**config.mk**
```make
export PLATFORM = sky130hd
export DESIGN_NAME = vending_ctrl
export DESIGN_NICKNAME = d
export VERILOG_FILES = /design/src/rtl/vending_pkg.sv /design/src/rtl/coin_edge_sel.sv /design/src/rtl/vending_ctrl.sv
export SDC_FILE = /design/constraint.sdc
export NUM_CORES = 1
export LEC_CHECK = 0
export ABC_AREA = 1
export CELL_PAD_IN_SITES_DETAIL_PLACEMENT = 1
export CELL_PAD_IN_SITES_GLOBAL_PLACEMENT = 1
export CORE_ASPECT_RATIO = 1.4
export CORE_UTILIZATION = 40
export CTS_CLUSTER_DIAMETER = 200
export DETAILED_ROUTE_END_ITERATION = 12
export DONT_BUFFER_PORTS = 1
export MAX_ROUTING_LAYER = met4
export PLACE_DENSITY_LB_ADDON = 0.3
export SYNTH_ARGS = -nofsm -noshare
export SYNTH_HDL_FRONTEND = slang
export SYNTH_SLANG_ARGS = --single-unit
```
**constraint.sdc**
```tcl
create_clock -name CLK -period 1.7 [get_ports CLK]
set_clock_uncertainty 0.05 [all_clocks]
set_input_delay 0.425 -clock CLK [delete_from_list [all_inputs] [get_ports CLK]]
set_output_delay 0.425 -clock CLK [all_outputs]
set_load 0.01 [all_outputs]
```
**src/rtl/vending_pkg.sv**
```systemverilog
// Shared types and default configuration for the parametrised coin vending controller.
package vending_pkg;

  typedef enum logic [1:0] {
    ST_IDLE    = 2'd0,
    ST_COLLECT = 2'd1,
    ST_VEND    = 2'd2,
    ST_CHANGE  = 2'd3
  } state_t;

  localparam int DEF_NUM_COINS   = 4;
  localparam int DEF_VAL_W       = 8;
  localparam logic [DEF_NUM_COINS*DEF_VAL_W-1:0] DEF_COIN_VAL = {8'd100, 8'd50, 8'd10, 8'd5};
  localparam int DEF_PRICE       = 125;
  localparam int DEF_CHANGE_UNIT = 5;

endpackage

```
**src/rtl/coin_edge_sel.sv**
```systemverilog
// Coin rising-edge detector: flags a single or multiple new insertion and
// looks up the value of the inserted channel.
module coin_edge_sel
  import vending_pkg::*;
#(
  parameter int                           NUM_COINS = DEF_NUM_COINS,
  parameter int                           VAL_W     = DEF_VAL_W,
  parameter logic [NUM_COINS*VAL_W-1:0]   COIN_VAL  = DEF_COIN_VAL
) (
  input  logic                 clk,
  input  logic                 rst_n,
  input  logic [NUM_COINS-1:0] coin_in,
  output logic                 one_edge,
  output logic                 multi_edge,
  output logic [VAL_W-1:0]     coin_val
);

  logic [NUM_COINS-1:0] coin_prev;
  logic [NUM_COINS-1:0] new_edge;

  // NOTE: sequential state uses non-blocking assignments so every register
  // samples pre-edge values regardless of process ordering.
  always_ff @(posedge clk or negedge rst_n) begin
    if (!rst_n) coin_prev <= '0;
    else        coin_prev <= coin_in;
  end

  assign new_edge = coin_in & ~coin_prev;

  // Clearing the lowest set bit leaves something only if two or more edges arrived.
  assign multi_edge = |(new_edge & (new_edge - NUM_COINS'(1)));
  assign one_edge   = (|new_edge) & ~multi_edge;

  always_comb begin
    coin_val = '0;
    for (int i = 0; i < NUM_COINS; i++) begin
      if (new_edge[i]) coin_val = coin_val | COIN_VAL[i*VAL_W +: VAL_W];
    end
  end

endmodule

```
**src/rtl/vending_ctrl.sv**
```systemverilog
// Parametrised vending controller: credits coins, vends at PRICE, returns change as unit pulses.
// Optional macro VEND_AUTO_CHANGE_EN: return residual credit automatically after a vend.
module vending_ctrl
  import vending_pkg::*;
#(
  parameter int                         NUM_COINS   = DEF_NUM_COINS,
  parameter int                         VAL_W       = DEF_VAL_W,
  parameter logic [NUM_COINS*VAL_W-1:0] COIN_VAL    = DEF_COIN_VAL,
  parameter int                         ACC_W       = 8,
  parameter int                         PRICE       = DEF_PRICE,
  parameter int                         CHANGE_UNIT = DEF_CHANGE_UNIT
) (
  input  logic                 CLK,
  input  logic                 n_reset,
  input  logic                 enable,
  input  logic                 cancel,
  input  logic [NUM_COINS-1:0] coin_in,
  output logic                 rel,
  output logic                 chg_pulse,
  output logic                 coin_reject,
  output logic [ACC_W-1:0]     credit,
  output logic                 busy
);

  localparam int SUM_W = ((ACC_W > VAL_W) ? ACC_W : VAL_W) + 1;
  localparam logic [ACC_W-1:0] PRICE_A  = ACC_W'(PRICE);
  localparam logic [ACC_W-1:0] CHANGE_A = ACC_W'(CHANGE_UNIT);

  state_t            state_q, state_d;
  logic [ACC_W-1:0]  credit_q, credit_d;
  logic              rel_d, chg_d, reject_d, busy_d;
  logic              one_edge, multi_edge;
  logic [VAL_W-1:0]  coin_val;
  logic [SUM_W-1:0]  sum;
  logic              overflow;

  coin_edge_sel #(
    .NUM_COINS (NUM_COINS),
    .VAL_W     (VAL_W),
    .COIN_VAL  (COIN_VAL)
  ) u_edge (
    .clk        (CLK),
    .rst_n      (n_reset),
    .coin_in    (coin_in),
    .one_edge   (one_edge),
    .multi_edge (multi_edge),
    .coin_val   (coin_val)
  );

  assign sum      = SUM_W'(credit_q) + SUM_W'(coin_val);
  assign overflow = |sum[SUM_W-1:ACC_W];

  // NOTE: every signal written here gets a default first, so no path leaves
  // one unassigned and no latch is inferred.
  always_comb begin
    state_d  = state_q;
    credit_d = credit_q;
    rel_d    = 1'b0;
    chg_d    = 1'b0;
    reject_d = one_edge | multi_edge;

    unique case (state_q)
      ST_IDLE: begin
        if (enable) state_d = ST_COLLECT;
      end
      ST_COLLECT: begin
        if (!enable) begin
          state_d = (credit_q != '0) ? ST_CHANGE : ST_IDLE;
        end else if (cancel) begin
          if (credit_q != '0) state_d = ST_CHANGE;
        end else if (credit_q >= PRICE_A) begin
          state_d = ST_VEND;
        end else if (one_edge && !overflow) begin
          credit_d = sum[ACC_W-1:0];
          reject_d = 1'b0;
        end
      end
      ST_VEND: begin
`ifdef VEND_AUTO_CHANGE_EN
        state_d = (credit_q != '0) ? ST_CHANGE : ST_COLLECT;
`else
        state_d = ST_COLLECT;
`endif
      end
      ST_CHANGE: begin
        if (credit_q == '0) state_d = enable ? ST_COLLECT : ST_IDLE;
      end
      default: state_d = ST_IDLE;
    endcase

    // Actions are applied on entry so the registered outputs line up with the state.
    if (state_d == ST_VEND) begin
      rel_d    = 1'b1;
      credit_d = credit_q - PRICE_A;
    end
    if (state_d == ST_CHANGE) begin
      chg_d    = 1'b1;
      credit_d = credit_q - CHANGE_A;
    end
    busy_d = (state_d == ST_VEND) || (state_d == ST_CHANGE);
  end

  always_ff @(posedge CLK or negedge n_reset) begin
    if (!n_reset) begin
      state_q     <= ST_IDLE;
      credit_q    <= '0;
      rel         <= 1'b0;
      chg_pulse   <= 1'b0;
      coin_reject <= 1'b0;
      busy        <= 1'b0;
    end else begin
      state_q     <= state_d;
      credit_q    <= credit_d;
      rel         <= rel_d;
      chg_pulse   <= chg_d;
      coin_reject <= reject_d;
      busy        <= busy_d;
    end
  end

  assign credit = credit_q;

endmodule

```
==> out/results.ini <==
[cells_and_area]
drive_gt1_share_pct=43.55
syn_to_final_growth_pct=51.44
n_antenna_cell=0
layout.cells.non_filler=329
fin_area_mm2=0.002310
fin_nets=306

[run_status]
failed_checks=setup timing
status=finished, violations left

[place]
dp.final_hpwl_mm=4.091
dp_cells=307
gp_congestion=0.9277
port_buffers=0
postPlaceCellArea_mm2=0.001997

[die]
fp.dieH_um=75.07
die_w_um=54.19
rows=26
io_pins=20
core_mm2=0.003643
dieArea_mm2=0.004068
initial_utilization_pct=41.86

[route]
avgViaCountPerCell=5.435
vias=1788
drt_first_pass_iters=4
drc=0
finalWirelength_mm=6.295
drt_iter0_drc=48
detail_route.wl_per_cell_um=19.13
ant_nets=0

[critical_path]
cp-endpoint=credit[4]
r2r-start=credit[0]
cp_data_arrival_time_ns=2.24
worstSetupStartpoint=credit[0]
ff2ff_path_depth=13
startpoint_type=flip-flop
crit_path_max_fanout=8
crit_required_ns=1.85
worst_setup_path_end_kind=flip-flop
crit_type=flip-flop to flip-flop
rrSetupSlack_ns=-0.39
reg2reg_to=credit[4]

[pwr]
p_clk_share_pct=8.3
pwr_density_cell_mw_per_mm2=1959
seqPwrFrac_pct=17.2
combPwrFrac_pct=74.5
ir_drop_mv=1.311
power.internal_w=0.002313
p_sw_share_pct=48.88
leakagePower_nw=1.195
p_switching_w=0.002211

[timing]
rsz0062_at_grt=true
period_minus_slack_ns=2.091
worst_pin_slew_ns=0.9303
fin_hold_ws_ns=0.1355
fin_crit_sh_pct=123.0
slew_violations=0
relSlewSlack_pct=37.78
finalHoldViolCount=0
finalSetupViolCount=10
layout_setup_ws_ns=-0.3911
fmax_ghz=0.4782

[synth]
synth_area_leaders=dfrtp_1, nand2_1, ha_1
yosys_warnings=0
ys_seq_elements=18
ys_types=27
yosysTopAreaCellShare_pct=29.53
ys_seq_area_share_pct=29.53
syn_inst=224
yosysTopAreaCell=dfrtp_1
synth_area_mm2=0.001525
synth_fp_nets=242
synth_area_per_cell_um2=6.809

[cts]
cts_buffers=3
root_buffer=clkbuf_8
cts_buffer_depth=2
clkSlewWorstSetupHoldPaths_ns=0.08
worstSkewPairLatency_ns=0.26
cts.sinks=18
ctsHtreeMaxLevel=1
cts_tree=yes

[grt]
gr-usage-all-layers_pct=34.68
overflow=0
antenna_found_initial=0
grt_pass1_wl_mm=9.473
grt_pass1_vias=1940
grt_max_degree=19

[job]
maxCapViolCount=0

[worst_hold_path]
holdCritPathClass=input port to flip-flop

[cell type report]
cell class | count | area [µm²]
Multi-Input combinational cell | 169 | 1126
Tap cell | 42 | 52.55
Clock buffer | 4 | 55.05
Fill cell | 461 | 1334
Inverter | 33 | 131.4
Timing Repair Buffer | 63 | 486.7
Sequential cell | 18 | 457.9
[how the worst min path moves through the flow]
stage                           from             endpoint  slack (ns)  cells after the start
after floorplan              n_reset                 busy        0.08                      0
after global placement       n_reset            chg_pulse        0.08                      0
after detailed placement     n_reset            chg_pulse        0.08                      0
after CTS                 coin_in[2]  u_edge.coin_prev[2]        0.14                      0
after global routing      coin_in[2]  u_edge.coin_prev[2]        0.12                      0
final                     coin_in[2]  u_edge.coin_prev[2]        0.14                      0
[cells in the final DEF (no fill, tap or decap), drive strengths merged, types with 4 or more instances in the layout]
cell type	n
xor2	9
nand3	19
o21ai	7
or2	6
clkbuf	4
dfrtp	18
nor3	5
nand4	4
nor2	23
nand2	74
ha	9
a21oi	6
inv	33
buf	62
[critical path, cell delays in order (launching register included)]
cell	delay [ns]
dfrtp_2	0.45
inv_2	0.09
ha_4	0.17
nand2_4	0.06
nor2_4	0.15
nor2_2	0.05
nor2_1	0.11
nand2_1	0.08
nand3_2	0.09
nand2_4	0.10
buf_6	0.16
nor2_4	0.26
nand2_2	0.12
nand2_2	0.08
[per-layer routing]
metal | vias to the layer above | global-route usage [%] | wire length, µm
li1 | 824 | - | -
met1 | 883 | 32.02 | 2253
met2 | 55 | 66.26 | 3599
met3 | 26 | 4.242 | 180
met4 | 0 | 17.38 | 261
met5 | - | - | 0
[cell families (layout without fill, tap and decap cells)]
family,Yosys count,after routing,share of synthesized area [%]
AOI/OAI and AO/OA,15,15,5.168
xor gates and xnor gates,11,11,6.317
adders and majority gates,10,10,8.696
buffers and inverters,37,100,10.09
DFF,18,18,29.53
and+or+nand+nor,133,133,40.20
[per-stage QoR]
stage | utilization (%) | setup TNS (ns) | total power (W) | setup WS (ns)
2_1_floorplan | - | -0.6956 | 0.002389 | -0.1882
3_3_place_gp | 54.81 | -1.965 | 0.003331 | -0.3300
3_5_place_dp | 54.81 | -2.433 | 0.003448 | -0.3535
4_1_cts | 62.23 | -1.637 | 0.004259 | -0.2113
5_1_grt | 63.39 | -4.036 | 0.004814 | -0.4697
6_report | 63.39 | -3.116 | 0.004524 | -0.3911
[flip-flops by register name (all words and copies together) (netlist names)]
name,flops
busy,1
chg_pulse,1
coin_reject,1
credit,8
rel,1
state_q,2
u_edge.coin_prev,4
[timing repair]
action / 4_1_cts / 5_1_grt
hold endpoints to repair: 18 / 0
hold buffers: 1 / 0
endpoints found under the setup margin: 10 / 12
pin swaps: 23 / 17
buffers inserted: 14 / 3
resized for setup: 26 / 6
[power groups by stage]
stage / Clock, W / Sequential [W] / Combinational, W
after detailed placement: 0 / 0.000786 / 0.00266
after global routing: 0.000395 / 0.000793 / 0.00363
after CTS: 0.000373 / 0.000767 / 0.00312
final: 0.000374 / 0.000777 / 0.00337
after floorplan: 0 / 0.000812 / 0.00158
after global placement: 0 / 0.000786 / 0.00255
[Yosys cell counts, drive strengths merged]
cell type / count
nand2: 74
xnor2: 2
o21ai: 7
a21oi: 6
dfrtp: 18
o21a: 1
nor3: 5
ha: 9
or2: 6
nand4: 4
inv: 33
xor2: 9
buf: 4
a31oi: 1
nand3b: 2
nor2: 23
nand3: 19
fa: 1
(Power assumes the default switching activity.)
